==> config.mk <==
export PLATFORM = sky130hd
export DESIGN_NAME = fetch_unit_flat
export DESIGN_NICKNAME = d
export VERILOG_FILES = /design/src/rtl/fetch_pkg.sv /design/src/rtl/fetch_if.sv /design/src/rtl/fetch_unit_next_pc_sel.sv /design/src/rtl/fetch_unit.sv /design/src/flat_wrapper.sv
export SDC_FILE = /design/constraint.sdc
export NUM_CORES = 1
export LEC_CHECK = 0
export ABC_CLOCK_PERIOD_IN_PS = 3150
export BUFFER_PORTS_ARGS = -buffer_cell sky130_fd_sc_hd__buf_2
export CAP_MARGIN = 30
export CORE_ASPECT_RATIO = 1.1
export CORE_MARGIN = 2
export CORE_UTILIZATION = 45
export CTS_BUF_LIST = sky130_fd_sc_hd__clkbuf_4 sky130_fd_sc_hd__clkbuf_8
export CTS_CLUSTER_DIAMETER = 120
export DETAILED_ROUTE_END_ITERATION = 8
export PLACE_DENSITY = 0.8
export SLEW_MARGIN = 20
export SYNTH_ARGS = -nofsm -noshare
export SYNTH_HDL_FRONTEND = slang
export SYNTH_HIERARCHICAL = 1
export SYNTH_SLANG_ARGS = --single-unit
==> constraint.sdc <==
create_clock -name clock -period 3.15 [get_ports clock]
set_clock_uncertainty 0.1 [all_clocks]
set_input_delay 0.315 -clock clock [delete_from_list [all_inputs] [get_ports clock]]
set_output_delay 0.315 -clock clock [all_outputs]
set_load 0.03 [all_outputs]
==> src/rtl/fetch_pkg.sv <==
// Shared types and constants for the instruction-fetch stage.
// Optional feature macro: FETCH_PERF_CNT_EN (performance counters).
package fetch_pkg;

    localparam int ADDR_W_DEF = 12;
    localparam int SEXT_W     = 17;
    localparam int TGT_W      = 27;

    typedef enum logic [1:0] {
        BOOT  = 2'd0,
        RUN   = 2'd1,
        STALL = 2'd2,
        HALT  = 2'd3
    } state_t;

    // Sign-extend the branch offset field N to a full word.
    function automatic logic [31:0] sext_n(input logic [SEXT_W-1:0] n);
        return {{(32-SEXT_W){n[SEXT_W-1]}}, n};
    endfunction

endpackage

==> src/rtl/fetch_if.sv <==
// Fetch-stage bus: instruction, decoder strobes, datapath flags and fetch outputs.
// Perf counter signals exist only when FETCH_PERF_CNT_EN is defined.
interface fetch_if #(
    parameter int ADDR_W = 12
);

    logic [31:0]       q_imem;
    logic              jp;
    logic              jal;
    logic              jr;
    logic              bne;
    logic              blt;
    logic              bex;
    logic [31:0]       jr_target;
    logic              alu_ne;
    logic              alu_lt;
    logic              rstatus_nz;
    logic              stall_req;
    logic              stall_done;
    logic [ADDR_W-1:0] address_imem;
    logic [31:0]       pc_plus1;
    logic              fetch_valid;
    logic              halted;
`ifdef FETCH_PERF_CNT_EN
    logic [31:0]       perf_fetched;
    logic [31:0]       perf_redirects;
`endif

    modport master (
        input  q_imem, jp, jal, jr, bne, blt, bex, jr_target,
        input  alu_ne, alu_lt, rstatus_nz, stall_req, stall_done,
`ifdef FETCH_PERF_CNT_EN
        output perf_fetched, perf_redirects,
`endif
        output address_imem, pc_plus1, fetch_valid, halted
    );

    modport slave (
        output q_imem, jp, jal, jr, bne, blt, bex, jr_target,
        output alu_ne, alu_lt, rstatus_nz, stall_req, stall_done,
`ifdef FETCH_PERF_CNT_EN
        input  perf_fetched, perf_redirects,
`endif
        input  address_imem, pc_plus1, fetch_valid, halted
    );

endinterface

==> src/rtl/fetch_unit_next_pc_sel.sv <==
// Combinational next-PC selection: priority redirect mux plus PC adders.
// Also flags a jump-to-self (halt) and any departure from sequential flow.
module next_pc_sel
    import fetch_pkg::*;
#(
    parameter int ADDR_W = ADDR_W_DEF
) (
    input  logic [ADDR_W-1:0] pc,
    input  logic [31:0]       q_imem,
    input  logic              jp,
    input  logic              jal,
    input  logic              jr,
    input  logic              bne,
    input  logic              blt,
    input  logic              bex,
    input  logic [31:0]       jr_target,
    input  logic              alu_ne,
    input  logic              alu_lt,
    input  logic              rstatus_nz,
    output logic [ADDR_W-1:0] next_pc,
    output logic [ADDR_W-1:0] pc_inc,
    output logic              redirect,
    output logic              halt_hit
);

    logic [31:0]       n_ext;
    logic [ADDR_W-1:0] tgt;
    logic [ADDR_W-1:0] br_tgt;
    logic              unused_bits;

    assign n_ext  = sext_n(q_imem[SEXT_W-1:0]);
    assign tgt    = q_imem[ADDR_W-1:0];
    assign pc_inc = pc + ADDR_W'(1);
    assign br_tgt = pc_inc + n_ext[ADDR_W-1:0];

    assign unused_bits = ^{q_imem[31:SEXT_W], jr_target[31:ADDR_W],
                           n_ext[31:ADDR_W]};

    // First matching condition wins; overlapping strobes resolve here.
    always_comb begin
        next_pc = pc_inc;
        case (1'b1)
            bex & rstatus_nz: next_pc = tgt;
            jp:               next_pc = tgt;
            jr:               next_pc = jr_target[ADDR_W-1:0];
            bne & alu_ne:     next_pc = br_tgt;
            blt & alu_lt:     next_pc = br_tgt;
            default:          next_pc = pc_inc;
        endcase
    end

    assign redirect = (next_pc != pc_inc);
    assign halt_hit = jp & ~jal & (tgt == pc);

endmodule

==> src/rtl/fetch_unit.sv <==
// Instruction-fetch stage: PC register, BOOT/RUN/STALL/HALT FSM, link value.
// Define FETCH_PERF_CNT_EN to add saturating fetched/redirect counters.
module fetch_unit
    import fetch_pkg::*;
#(
    parameter int ADDR_W = ADDR_W_DEF
) (
    input  logic  clock,
    input  logic  reset,
    fetch_if.master bus
);

    state_t            state;
    logic [ADDR_W-1:0] pc;
    logic [ADDR_W-1:0] next_pc;
    logic [ADDR_W-1:0] pc_inc;
    logic              redirect;
    logic              halt_hit;
    logic              fetch_valid;
    logic              halted;

    next_pc_sel #(
        .ADDR_W (ADDR_W)
    ) u_sel (
        .pc         (pc),
        .q_imem     (bus.q_imem),
        .jp         (bus.jp),
        .jal        (bus.jal),
        .jr         (bus.jr),
        .bne        (bus.bne),
        .blt        (bus.blt),
        .bex        (bus.bex),
        .jr_target  (bus.jr_target),
        .alu_ne     (bus.alu_ne),
        .alu_lt     (bus.alu_lt),
        .rstatus_nz (bus.rstatus_nz),
        .next_pc    (next_pc),
        .pc_inc     (pc_inc),
        .redirect   (redirect),
        .halt_hit   (halt_hit)
    );

    // FSM and PC update with registered fetch_valid/halted outputs.
    always_ff @(posedge clock) begin
        if (!reset) begin
            state       <= BOOT;
            pc          <= '0;
            fetch_valid <= 1'b0;
            halted      <= 1'b0;
        end else begin
            unique case (state)
                BOOT: begin
                    state       <= RUN;
                    fetch_valid <= 1'b1;
                end
                RUN: begin
                    if (bus.stall_req) begin
                        state       <= STALL;
                        fetch_valid <= 1'b0;
                    end else if (halt_hit) begin
                        state       <= HALT;
                        fetch_valid <= 1'b0;
                        halted      <= 1'b1;
                    end else begin
                        pc <= next_pc;
                    end
                end
                STALL: begin
                    if (bus.stall_done) begin
                        state       <= RUN;
                        pc          <= pc_inc;
                        fetch_valid <= 1'b1;
                    end
                end
                HALT: begin
                    halted <= 1'b1;
                end
                default: begin
                    state       <= BOOT;
                    fetch_valid <= 1'b0;
                    halted      <= 1'b0;
                end
            endcase
        end
    end

    assign bus.address_imem = pc;
    assign bus.pc_plus1     = {{(32-ADDR_W){1'b0}}, pc_inc};
    assign bus.fetch_valid  = fetch_valid;
    assign bus.halted       = halted;

`ifdef FETCH_PERF_CNT_EN
    logic [31:0] perf_fetched;
    logic [31:0] perf_redirects;

    // Saturating counts of issuing RUN cycles and non-sequential next-PCs.
    always_ff @(posedge clock) begin
        if (!reset) begin
            perf_fetched   <= '0;
            perf_redirects <= '0;
        end else if (state == RUN) begin
            if (!bus.stall_req && perf_fetched != 32'hFFFF_FFFF) begin
                perf_fetched <= perf_fetched + 32'd1;
            end
            if (redirect && perf_redirects != 32'hFFFF_FFFF) begin
                perf_redirects <= perf_redirects + 32'd1;
            end
        end
    end

    assign bus.perf_fetched   = perf_fetched;
    assign bus.perf_redirects = perf_redirects;
`endif

endmodule

==> src/flat_wrapper.sv <==
// flat-port wrapper written by rule: the top's interface ports become plain ports
module fetch_unit_flat import fetch_pkg::*;
#(
    parameter int ADDR_W = ADDR_W_DEF
)
  (clock, reset, bus_q_imem, bus_jp, bus_jal, bus_jr, bus_bne, bus_blt, bus_bex, bus_jr_target, bus_alu_ne, bus_alu_lt, bus_rstatus_nz, bus_stall_req, bus_stall_done, bus_address_imem, bus_pc_plus1, bus_fetch_valid, bus_halted);
  fetch_if #(.ADDR_W(ADDR_W)) bus_i ();
  input  logic clock;
  input  logic reset;
  input wire logic [$bits(bus_i.q_imem)-1:0] bus_q_imem;
  input wire logic [$bits(bus_i.jp)-1:0] bus_jp;
  input wire logic [$bits(bus_i.jal)-1:0] bus_jal;
  input wire logic [$bits(bus_i.jr)-1:0] bus_jr;
  input wire logic [$bits(bus_i.bne)-1:0] bus_bne;
  input wire logic [$bits(bus_i.blt)-1:0] bus_blt;
  input wire logic [$bits(bus_i.bex)-1:0] bus_bex;
  input wire logic [$bits(bus_i.jr_target)-1:0] bus_jr_target;
  input wire logic [$bits(bus_i.alu_ne)-1:0] bus_alu_ne;
  input wire logic [$bits(bus_i.alu_lt)-1:0] bus_alu_lt;
  input wire logic [$bits(bus_i.rstatus_nz)-1:0] bus_rstatus_nz;
  input wire logic [$bits(bus_i.stall_req)-1:0] bus_stall_req;
  input wire logic [$bits(bus_i.stall_done)-1:0] bus_stall_done;
  output wire logic [$bits(bus_i.address_imem)-1:0] bus_address_imem;
  output wire logic [$bits(bus_i.pc_plus1)-1:0] bus_pc_plus1;
  output wire logic [$bits(bus_i.fetch_valid)-1:0] bus_fetch_valid;
  output wire logic [$bits(bus_i.halted)-1:0] bus_halted;
  assign bus_i.q_imem = bus_q_imem;
  assign bus_i.jp = bus_jp;
  assign bus_i.jal = bus_jal;
  assign bus_i.jr = bus_jr;
  assign bus_i.bne = bus_bne;
  assign bus_i.blt = bus_blt;
  assign bus_i.bex = bus_bex;
  assign bus_i.jr_target = bus_jr_target;
  assign bus_i.alu_ne = bus_alu_ne;
  assign bus_i.alu_lt = bus_alu_lt;
  assign bus_i.rstatus_nz = bus_rstatus_nz;
  assign bus_i.stall_req = bus_stall_req;
  assign bus_i.stall_done = bus_stall_done;
  assign bus_address_imem = bus_i.address_imem;
  assign bus_pc_plus1 = bus_i.pc_plus1;
  assign bus_fetch_valid = bus_i.fetch_valid;
  assign bus_halted = bus_i.halted;
  fetch_unit #(.ADDR_W(ADDR_W)) u_core (.clock(clock), .reset(reset), .bus(bus_i));
endmodule
# == Word-level counts from Yosys, hierarchy flattened ==
# Index checks and enable logic that the tools add are counted.
# totals
output_inout_bits,46
word_cells,48
in_bits,77
register_bits,16
# classes
bitwise,6
eq_ne,9
add_sub_neg,2
n_mux,20
n_reduce_logical,7
# op_table
cell,count
$mux W12,8
$pmux W12 S2,1
$add A12 B1 Y12 const B,1
$add A12 B12 Y12,1
$eq A12 B12 Y1,1
$mux W2,3
$ne A2 B2 Y1 const B,3
$pmux W2 S3,1
$reduce_and A3 Y1,2
$and A1 B1 Y1,5
$mux W1,5
$eq A2 B2 Y1 const B,2
$reduce_and A4 Y1,1
$reduce_bool A2 Y1,2
$ne A3 B2 Y1 const B,1
$pmux W1 S3,1
$reduce_bool A3 Y1,1
$eq A2 B1 Y1 const B,1
$logic_not A2 Y1,1
$ne A2 B1 Y1 const B,1
$pmux W1 S2,1
$not A1 Y1,1

# == Depth between registers and ports, before layout ==
# Gate-level depths: netlist (run 1).
# logic_depth
depth_word,10
depth_mapped,16
depth_no_buf,15

# == Cells and area by module ==
# Netlist (run 1), hierarchy kept.
# modules_own_cells
mod,seq_area_each_um2,area_per_inst_um2,instances,cells_each
next_pc_sel,0.0,1773.0,1,255
fetch_unit,320.3,960.9,1,97

# == Least setup slack after synthesis (run 1) ==
# OpenSTA, ideal clock, no wires.
# synth_timing
path_kind,register -> register
start,"reg u_core.pc[1], in the netlist u_core/bus.address_imem[1]"
end,"reg u_core.pc[11], in the netlist u_core/bus.address_imem[11]"
required_ps,2964
synth_period_minus_slack_ps,4020
setup_time_ps,86
setup_slack_ps,-870
path_buffers,0
stages_incl_launch_ff,15
arrival_ps,3834
cell_sequence,dfxtp_1 ha_1 nand4_1 nor2_1 xor2_1 ha_1 a211o_1 o21ai_0 o21a_1 o21a_1 xnor2_1 a221oi_1 o2bb2ai_1 mux2i_1 a211oi_1
# synth_between
elab_chain_cells,10
elab_cells_between_ends,15
classes_between,2 x add/sub; 2 x eq/ne; 9 x mux; 1 x bitwise; 1 x reduce/logical
# synth_lines
item,line_no,rtl
"start, declared",fetch_unit.sv:14,logic [ADDR_W-1:0] pc;
"start signal, assigned",fetch_unit.sv:65,pc <= next_pc;
"start signal, assigned",fetch_unit.sv:71,pc <= pc_inc;
$add A12 B1 Y12 *,fetch_unit_next_pc_sel.sv:33,assign pc_inc = pc + ADDR_W'(1);
net bus_pc_plus1[6],flat_wrapper.sv:24,output wire logic [$bits(bus_i.pc_plus1)-1:0] bus_pc_plus1;
$add A12 B12 Y12 *,fetch_unit_next_pc_sel.sv:34,assign br_tgt = pc_inc + n_ext[ADDR_W-1:0];
$mux W12,fetch_unit_next_pc_sel.sv:42,case (1'b1)
$mux W12 * (4 in a row),fetch_unit_next_pc_sel.sv:42,
net u_core.next_pc[11],fetch_unit.sv:15,logic [ADDR_W-1:0] next_pc;
$mux W12 *,fetch_unit.sv:60,end else if (halt_hit) begin
$mux W12 *,fetch_unit.sv:57,if (bus.stall_req) begin
$pmux W12 S2 *,fetch_unit.sv:51,unique case (state)
# Mark *: on every way through the listed nets, which the timed path passes. The rest lies on a longest branch. The select of a mux whose other input is x is not followed.
# A chain may end at the register's enable or synchronous reset.

# == Final worst setup path (run 1) ==
# layout_timing
start,"reg u_core.pc[1], in the netlist u_core/bus.address_imem[1]"
end,"reg u_core.pc[11], in the netlist u_core/bus.address_imem[11]"
# layout_between
elab_chain_cells,10
elab_cells_between_ends,15
classes_between,2 x add/sub; 2 x eq/ne; 9 x mux; 1 x bitwise; 1 x reduce/logical
# layout_lines
item,line_no
$add A12 B1 Y12 *,fetch_unit_next_pc_sel.sv:33
$add A12 B12 Y12,fetch_unit_next_pc_sel.sv:34
$mux W12,fetch_unit_next_pc_sel.sv:42
$mux W12 * (4 in a row),fetch_unit_next_pc_sel.sv:42
net u_core.next_pc[11],fetch_unit.sv:15
$mux W12 *,fetch_unit.sv:60
$mux W12 *,fetch_unit.sv:57
$pmux W12 S2 *,fetch_unit.sv:51
# Marked as above.

==> summary.md, run 1 <==
| Metric | Value |
|---|---|
| Status | `finished, final reports clean` |
| Crit-path leading delay family | `compound AO/OA/AOI/OAI gates` |
| Pre-antenna DRT Iters | `5` |
| Fin cells | `417` |
| Post-layout minimum cycle time | `3110 ps` |
| Max H-tree Level | `1` |
| Starting Density | `between 40 and 50%` |
| Sw Share | `44.2%` |
| Worst Setup Path Type | `register to register` |
| Max clock buf depth | `2` |
| P_sw | `0.000448 W` |
| Pint | `0.000566 W` |
| Row count | `27` |
| Critical path fanouts, max | `6` |
| Max_slew headroom | `a little over two fifths` |
| Via count | `2312` |
| Die W | `72.1 microns` |
| FF/Latch Area | `342 sq um` |
| Post-route DRC | `0` |
| Commonest non-fill, non-tap cells in the layout | `buf_2, buf_4, nand2_1` |
| Ys Warns | `6` |
| Pwr/cell area | `344 nW/um^2` |
| Initial DRC Count | `approximately 150` |
| Number of global-route vias before repair | `2306` |
| Initial antenna violation count | `0` |
| Clk_lat worst skew | `240 ps` |
| Post-layout util | `59.4%` |
| Critical path's slowest cell | `dfxtp_4` |
| Final ANT Viol Nets | `0` |
| Syn_area_per_cell | `8.00 sq um` |
| Fill cell count | `437` |
| CTS Sinks | `16` |
| CP Launch Type | `register` |
| Worst path required time | `approximately 3200 ps` |
| HP Start | `reset` |
| Worst-path clk slew | `approximately 60 ps` |
| Max-Cap Viols | `0` |
| CTS tree | `done` |
| VDD IR max | `0.000282 V` |
| Slowest stage delay, CP | `approximately 400 ps` |
| Hold Path End | `u_core/bus.fetch_valid$_SDFFE_PN0P_` |
| Via density | `5.54` |
| Buffers and inverters on the worst path | `0` |
| Final setup fails | `0` |
| Global-route wire length before repair | `between 10000 and 15000 microns` |
| Synth-to-layout area growth | `28.5%` |
| Setup slack, reg-to-reg | `40 ps` |
| Max Slew Vio Count | `0` |
| Clock Power Share | `16.0%` |
| Hold crit path type | `primary input to register` |
| Area of the multi-input gates | `between 1500 and 2000 sq um` |
| Comb power frac | `~60%` |
| Reg-to-reg endpoint | `u_core/bus.address_imem[11]$_SDFFE_PN0P_` |
| Worst hold slack | `221 ps` |
| Cells on Worst Hold Path | `2` |
| R2R depth | `14` |
| Sequential power share | `25.5%` |
| Pwr Total | `about 0.0010 W` |
| GPL Wtd Cong | `~0.9` |
| N_diodes | `0` |
| GRT Total Usage | `22.3%` |
| Final wirelength | `about 6400 microns` |
| RSZ-0062 raised after global routing | `true` |
| Commonest non-fill, non-tap cell in the layout | `buf_2` |
| Die Y | `a little under 80 microns` |
| FF-to-FF Start | `u_core/bus.address_imem[1]$_SDFFE_PN0P_` |
| Crit path DAT | `3110 ps` |
| Layout cell share with drive strength beyond 1 | `40.4%` |
| Cell area after synthesis | `2290 sq um` |
| Setup crit end kind | `register` |
| Core footprint | `4970 sq um` |
| Final Hold Vio Count | `0` |
| Post-Syn Instances | `287` |
| Worst-Margin Slew | `871 ps` |
| Placed cell count | `403` |
| Fin crit share | `a little over nine tenths` |
| Hpwl dp | `5050 microns` |
| Drt wl/cell | `15.3 microns` |
| CTS buffer count | `3` |
| Pin count of the biggest net entering global routing | `16` |
| Total grt overflow | `0` |
| Die area | `approximately 5700 sq um` |
| Leak | `approximately 1.4 nW` |
| IO Count | `roughly 120` |
| Achievable Freq | `between 0.3 and 0.4 GHz` |
| Cell Chain, Critical Path | `ha_4 > nand4_1 > nor2_4 > xor2_4 > ha_4 > a211o_1 > o21ai_2 > o21a_1 > o21a_1 > xnor2_2 > a221oi_2 > o2bb2ai_1 > mux2i_1 > a211oi_1` |
| Post-Route Setup TNS | `0 ps` |
| Port bufs | `62` |
| Total Nets Final | `452` |
| Root Driver | `clkbuf_8` |
==> worst register-to-register path, delay by kind of cell (launching register included) <==
kind                       cells  cell delay [ps]
AOI/OAI and AO/OA              7             1220
xor gates and xnor gates       2              290
adders and majority gates      2              400
DFF                            1              400
muxes                          1              230
and+or+nand+nor                2              340
==> power by group through the flow <==
stage,registers [W],clock network [W],logic (W)
2_1_floorplan,0.000288,0,0.000407
3_3_place_gp,0.000264,0,0.000535
3_5_place_dp,0.000266,0,0.000548
4_1_cts,0.000258,0.000169,0.000567
5_1_grt,0.000263,0.000176,0.000643
6_report,0.000259,0.000162,0.000593
==> per-stage QoR <==
step | setup slack (ps) | cell area, sq um
2_1_floorplan | 0.459 | 2510
3_3_place_gp | 66.3 | 2750
3_5_place_dp | -24.9 | 2750
4_1_cts | 2.77 | 2850
5_1_grt | -137 | 2950
6_report | 42.4 | 2950
==> how the worst max path moves through the flow <==
stage | slack [ps] | from | to | cells after the start
2_1_floorplan | 0.5 | u_core/bus.address_imem[0]$_SDFFE_PN0P_ | u_core/bus.address_imem[10]$_SDFFE_PN0P_ | 11
3_3_place_gp | 70 | u_core/bus.address_imem[2]$_SDFFE_PN0P_ | u_core/bus.address_imem[10]$_SDFFE_PN0P_ | 11
3_5_place_dp | -20 | u_core/bus.address_imem[2]$_SDFFE_PN0P_ | u_core/bus.address_imem[11]$_SDFFE_PN0P_ | 14
4_1_cts | 3 | u_core/bus.address_imem[1]$_SDFFE_PN0P_ | u_core/bus.address_imem[11]$_SDFFE_PN0P_ | 14
5_1_grt | -140 | u_core/bus.address_imem[1]$_SDFFE_PN0P_ | u_core/bus.address_imem[11]$_SDFFE_PN0P_ | 14
6_report | 40 | u_core/bus.address_imem[1]$_SDFFE_PN0P_ | u_core/bus.address_imem[11]$_SDFFE_PN0P_ | 14
==> repair_timing <==
item | CTS | global route
setup buffers | 4 | 6
setup endpoints to repair | 1 | 3
hold buffers | 0 | 0
gates resized for setup | 3 | 9
pin swaps | 4 | 16
==> flip-flops by register name, indices dropped and copies added, names as in the netlist <==
| name | count |
|---|---|
| u_core/bus.address_imem | 12 |
| u_core/bus.fetch_valid | 1 |
| u_core/bus.halted | 1 |
| u_core/state | 2 |
==> routing by layer <==
| layer | vias to the layer above | track usage (%) | routed length [microns] |
|---|---|---|---|
| met5 | - | 0 | 0 |
| met4 | 0 | 10.4 | 148 |
| met2 | 90 | 38.7 | 3260 |
| met1 | 1061 | 26.4 | 2570 |
| li1 | 1145 | - | - |
| met3 | 16 | 3.81 | 416 |
==> final cells by class <==
type                            instances  share of cell area (%)
Clock buffer                            4                    1.65
Sequential cell                        16                    11.6
Tap cell                               58                    2.46
Timing Repair Buffer                   88                    17.1
Multi-Input combinational cell        240                    65.8
Inverter                               11                    1.40
Note: power is estimated with default switching activity, not from simulation.
==> run 2: changes to the inputs <==
--- a/config.mk
+++ b/config.mk
@@ -5,18 +5,17 @@
 export SDC_FILE = /design/constraint.sdc
 export NUM_CORES = 1
 export LEC_CHECK = 0
-export ABC_CLOCK_PERIOD_IN_PS = 3150
+export ABC_CLOCK_PERIOD_IN_PS = 3300
 export BUFFER_PORTS_ARGS = -buffer_cell sky130_fd_sc_hd__buf_2
 export CAP_MARGIN = 30
 export CORE_ASPECT_RATIO = 1.1
 export CORE_MARGIN = 2
-export CORE_UTILIZATION = 45
+export CORE_UTILIZATION = 46
 export CTS_BUF_LIST = sky130_fd_sc_hd__clkbuf_4 sky130_fd_sc_hd__clkbuf_8
 export CTS_CLUSTER_DIAMETER = 120
 export DETAILED_ROUTE_END_ITERATION = 8
-export PLACE_DENSITY = 0.8
+export PLACE_DENSITY = 0.84
 export SLEW_MARGIN = 20
 export SYNTH_ARGS = -nofsm -noshare
 export SYNTH_HDL_FRONTEND = slang
-export SYNTH_HIERARCHICAL = 1
 export SYNTH_SLANG_ARGS = --single-unit
==> constraint.sdc (replaced) <==
create_clock -name clock -period 3.3 [get_ports clock]
set_clock_uncertainty 0.1 [all_clocks]
set_input_delay 0.33 -clock clock [delete_from_list [all_inputs] [get_ports clock]]
set_output_delay 0.33 -clock clock [all_outputs]
set_load 0.03 [all_outputs]
==> summary.md, run 2 <==
| Metric | Value |
|---|---|
| Flops & latches, synth | `16` |
| Crit path DAT | `3080 ps` |
| Post-layout minimum cycle time | `around 3000 ps` |
| RSZ-0062 raised after global routing | `false` |
| Final wirelength | `6000 microns` |
| Area of the multi-input gates | `1620 sq um` |
| Synth unique cells | `54` |
| Leak | `1.26 nW` |
| FF/Latch Area | `320 sq um` |
| Initial antenna violation count | `0` |
| Synth Flop Type | `dfxtp_1` |
| Clk_lat worst skew | `~250 ps` |
| Total Nets Final | `~450` |
| Max Slew Vio Count | `0` |
| Number of global-route vias before repair | `1957` |
| N_diodes | `0` |
| Ys Warns | `0` |
| Row count | `25` |
| Cell area after synthesis | `2120 sq um` |
| Post-synth EDFFs | `0` |
| Post-CTS Resized | `0` |
| Seq/Total Area, Yosys | `15.1%` |
| Max H-tree Level | `1` |
| Core footprint | `approximately 4400 sq um` |
| Starting Density | `between 40% and 50%` |
| Pre-CTS WS | `351 ps` |
| Die area | `5170 sq um` |
| Syn_area_per_cell | `roughly 7.4 sq um` |
| Commonest cells post-synth | `a21oi_1, nor2_1, buf_4` |
| CTS buffer count | `3` |
| Port bufs | `62` |
| Die Y | `75.2 microns` |
| Final ANT Viol Nets | `0` |
| Post-route DRC | `0` |
| GPL Wtd Cong | `about 0.88` |
| Fill cell count | `405` |
| Via density | `5.81` |
| Pwr/cell area | `approximately 330 nW/um^2` |
| Max reg flops | `12` |
| IO Count | `approximately 120` |
| Global-route wire length before repair | `9200 microns` |
| Pwr Total | `~0.00083 W` |
| Fin crit share | `91.1%` |
| Drt wl/cell | `14.8 microns` |
| Asr flop ratio synth | `0%` |
| CP Launch Type | `register` |
| Total setup buffers inserted after CTS | `0` |
| Worst Setup Path Type | `register to register` |
| Total grt overflow | `0` |
| Hold_buf cts | `0` |
| Max_slew headroom | `between 60% and 70%` |
| Synth area leaders | `dfxtp_1, ha_1, buf_4` |
| Hpwl dp | `4720 microns` |
| Critical path fanouts, max | `8` |
| CTS Sinks | `16` |
| Pre-antenna DRT Iters | `4` |
| Worst hold slack | `about 290 ps` |
| CTS tree | `done` |
| Yosys top cell by area | `dfxtp_1` |
| Via count | `2359` |
| Top cell type's share of synthesized area | `15.1%` |
| PnR worst setup slack | `just under 300 ps` |
| Placed cell count | `402` |
| Dpl cell area | `approximately 2500 sq um` |
| Setup crit end kind | `register` |
| Max-Cap Viols | `0` |
| Worst-Margin Slew | `508 ps` |
| Commonest non-fill, non-tap cells in the layout | `buf_2, a21oi_1, nor2_1` |
| Status | `finished, final reports clean` |
| Fin cells | `406` |
| GRT Total Usage | `a little under a quarter` |
| VDD IR max | `0.000183 V` |
| Max clock buf depth | `2` |
| Synth-to-layout area growth | `18.6%` |
| Fin area | `2520 sq um` |
| Die W | `68.8 microns` |
| Layout cell share with drive strength beyond 1 | `25.0%` |
| Achievable Freq | `0.333 GHz` |
| Worst path required time | `3370 ps` |
| Initial DRC Count | `170` |
| Pin count of the biggest net entering global routing | `22` |
| Final Hold Vio Count | `0` |
| Root Driver | `clkbuf_8` |
| Worst-path clk slew | `70 ps` |
| Hold crit path type | `primary input to register` |
| Post-Syn Instances | `287` |
| Commonest non-fill, non-tap cell in the layout | `buf_2` |
| Final setup fails | `0` |
| Count leader, synth | `a21oi_1` |
## run 2: through the flow
stage | util [%] | TNS [ps]
floorplan | - | -0.345
global placement | 56.2 | 0
detailed placement | 56.2 | 0
CTS | 57.5 | 0
global route | 57.5 | 0
finish | 57.5 | 0
## run 2: area by class of cell
type / instances / area share, %
Sequential cell: 16 / 12.7
Inverter: 12 / 1.79
Tap cell: 54 / 2.68
Clock buffer: 4 / 2.19
Timing Repair Buffer: 75 / 16.2
Multi-Input combinational cell: 245 / 64.4
## run 2: cell families after synthesis
group           Yosys count  synth area share [%]
mux                       2                 0.943
fa+ha+maj                16                  9.79
simple gates             79                  18.7
compound gates           98                  30.7
xor+xnor                 30                  12.4
other cells               1                 0.177
flops                    16                  15.1
buf+inv                  45                  12.2
## run 2: worst max-delay path: stages (launching register included)
cell,delay [ps]
dfxtp_1,480
and3_1,250
nand3_1,210
xnor2_1,410
ha_1,340
o21ai_0,190
nand2b_1,70
o2111ai_1,110
nand2_1,100
xnor2_1,140
o221a_2,300
o31ai_1,220
## run 2: power breakdown
| group | internal [W] | leakage (nW) | switching [W] |
|---|---|---|---|
| Sequential | 0.000208 | 0.131 | 0.0000210 |
| Combinational | 0.000157 | 1.10 | 0.000258 |
| Clock | 0.000106 | 0.0288 | 0.0000768 |
## run 2: path summary, 6_finish.rpt
kind,start,to,slack [ps],cells past startpoint
setup / recovery,u_core.bus.address_imem[2]$_SDFFE_PN0P_,u_core.bus.address_imem[9]$_SDFFE_PN0P_,290,11
hold reg to reg,u_core.bus.halted$_SDFFE_PN0P_,u_core.bus.halted$_SDFFE_PN0P_,380,2
hold / removal,bus_stall_done,u_core.state[0]$_SDFFE_PN0P_,290,2
setup reg to reg,u_core.bus.address_imem[2]$_SDFFE_PN0P_,u_core.bus.address_imem[9]$_SDFFE_PN0P_,290,11
## run 2: metal layers
layer | global-route usage [%] | wire length [microns] | vias to the layer above
li1 | - | - | 1135
met5 | 0 | 0 | -
met2 | 40.1 | 2870 | 137
met4 | 8.93 | 150 | 0
met3 | 2.09 | 502 | 20
met1 | 30.4 | 2480 | 1067
==> run 3: changes to the inputs <==
--- a/config.mk
+++ b/config.mk
@@ -6,7 +6,7 @@
 export NUM_CORES = 1
 export LEC_CHECK = 0
 export ABC_CLOCK_PERIOD_IN_PS = 3300
-export BUFFER_PORTS_ARGS = -buffer_cell sky130_fd_sc_hd__buf_2
+export BUFFER_PORTS_ARGS = -buffer_cell sky130_fd_sc_hd__clkbuf_2
 export CAP_MARGIN = 30
 export CORE_ASPECT_RATIO = 1.1
 export CORE_MARGIN = 2
==> summary.md, run 3 (synthesis gave the netlist of run 2 again) <==
| Metric | Value |
|---|---|
| Status | `finished, final reports clean` |
| Layout cell share with drive strength beyond 1 | `25.2%` |
| CTS tree | `done` |
| Post-route DRC | `0` |
| Total Nets Final | `447` |
| Max reg flops | `12` |
| Final ANT Viol Nets | `0` |
| IO Count | `123` |
| CTS Sinks | `16` |
| Critical path's slowest cell | `o21ai_0` |
| Synth-to-layout area growth | `19.0%` |
| Initial antenna violation count | `0` |
| Area of the multi-input gates | `1620 sq um` |
| Max-Cap Viols | `0` |
| N_diodes | `0` |
| Die W | `between 60 and 70 microns` |
| Setup slack, reg-to-reg | `320 ps` |
| Pwr Total | `around 0.00082 W` |
| Number of global-route vias before repair | `around 2000` |
| Die Y | `75.2 microns` |
| Final setup fails | `0` |
| Core footprint | `4380 sq um` |
| Worst-Margin Slew | `509 ps` |
| Total grt overflow | `0` |
| Via count | `2351` |
| Fill cell count | `408` |
| Clk_lat worst skew | `250 ps` |
| GPL Wtd Cong | `roughly 0.87` |
| Fin crit share | `roughly nine tenths` |
| Max_slew headroom | `66.1%` |
| Crit-path leading delay family | `compound AO/OA/AOI/OAI gates` |
| RSZ-0062 raised after global routing | `false` |
| Worst hold slack | `302 ps` |
| Hpwl dp | `about 4800 microns` |
| Initial DRC Count | `approximately 140` |
| Buffers and inverters on the worst path | `0` |
| Crit path DAT | `3040 ps` |
| Fin cells | `between 400 and 500` |
| VDD IR max | `0.000147 V` |
| Max Slew Vio Count | `0` |
| Pre-CTS WS | `352 ps` |
| Commonest non-fill, non-tap cells in the layout | `clkbuf_2, a21oi_1, nor2_1` |
| FF/Latch Area | `320 sq um` |
| Post-CTS Resized | `0` |
| Drt wl/cell | `14.7 microns` |
| Setup crit end kind | `register` |
| Achievable Freq | `0.335 GHz` |
| Via density | `5.78` |
| Worst-path clk slew | `60 ps` |
| Root Driver | `clkbuf_8` |
| Post-layout util | `57.7%` |
| Worst Setup Path Type | `register to register` |
| Slowest stage delay, CP | `370 ps` |
| Total setup buffers inserted after CTS | `0` |
| Leak | `1.26 nW` |
| Critical path fanouts, max | `6` |
| GRT Total Usage | `24.1%` |
| Commonest non-fill, non-tap cell in the layout | `clkbuf_2` |
| Final wirelength | `5980 microns` |
| Worst path required time | `around 3400 ps` |
| Pin count of the biggest net entering global routing | `22` |
| Pwr/cell area | `325 nW/um^2` |
| Row count | `25` |
| CP Launch Type | `register` |
| Post-layout minimum cycle time | `2980 ps` |
| Cell Chain, Critical Path | `ha_1 > nand3_1 > xnor2_2 > ha_1 > o211ai_1 > o21ai_0 > o2111ai_1 > o21ai_0 > xnor2_1 > a211oi_1 > o31ai_1` |
| Port bufs | `62` |
| PnR worst setup slack | `316 ps` |
| Max H-tree Level | `1` |
| Hold_buf cts | `0` |
| Hold crit path type | `primary input to register` |
| Max clock buf depth | `2` |
| Pre-antenna DRT Iters | `4` |
| CTS buffer count | `3` |
| Placed cell count | `403` |
| Die area | `5170 sq um` |
| Starting Density | `approximately half` |
| Global-route wire length before repair | `9380 microns` |
| Final Hold Vio Count | `0` |
-- run 3: cell count changes in the layout (fill, tap and decap cells not counted) --
cell | previous run | this run
clkbuf_2 | 0 | 62
buf_4 | 13 | 14
buf_2 | 62 | 0
-- run 3: power breakdown --
group          switching [W]  internal [W]
clock              0.0000696      0.000106
sequential         0.0000198      0.000208
combinational       0.000259      0.000157
total               0.000349      0.000471
-- run 3: cell type report --
| type | instances | area share [%] |
|---|---|---|
| Multi-Input combinational cell | 245 | 64.2 |
| Timing Repair Buffer | 76 | 16.5 |
| Sequential cell | 16 | 12.7 |
| Tap cell | 54 | 2.68 |
| Clock buffer | 4 | 2.18 |
| Inverter | 12 | 1.78 |
-- run 3: final timing paths --
kind | cells past startpoint | startpoint | end
hold / removal | 2 | bus_stall_done | u_core.state[0]$_SDFFE_PN0P_
hold reg to reg | 2 | u_core.bus.halted$_SDFFE_PN0P_ | u_core.bus.halted$_SDFFE_PN0P_
setup / recovery | 11 | u_core.bus.address_imem[0]$_SDFFE_PN0P_ | u_core.bus.address_imem[11]$_SDFFE_PN0P_
setup reg to reg | 11 | u_core.bus.address_imem[0]$_SDFFE_PN0P_ | u_core.bus.address_imem[11]$_SDFFE_PN0P_
-- run 3: through the flow --
step           instance area [sq um]  TNS [ps]
5_1_grt                         2520         0
2_1_floorplan                   2200    -0.345
3_3_place_gp                    2470         0
3_5_place_dp                    2470         0
4_1_cts                         2520         0
6_report                        2520         0
-- run 3: metal layers --
| layer | vias to the layer above | global-route usage [%] | routed length (microns) |
|---|---|---|---|
| met5 | - | 0 | 0 |
| met4 | 0 | 9.59 | 164 |
| met3 | 21 | 4.48 | 528 |
| met2 | 130 | 40.0 | 2890 |
| met1 | 1054 | 30.6 | 2400 |
| li1 | 1146 | - | - |
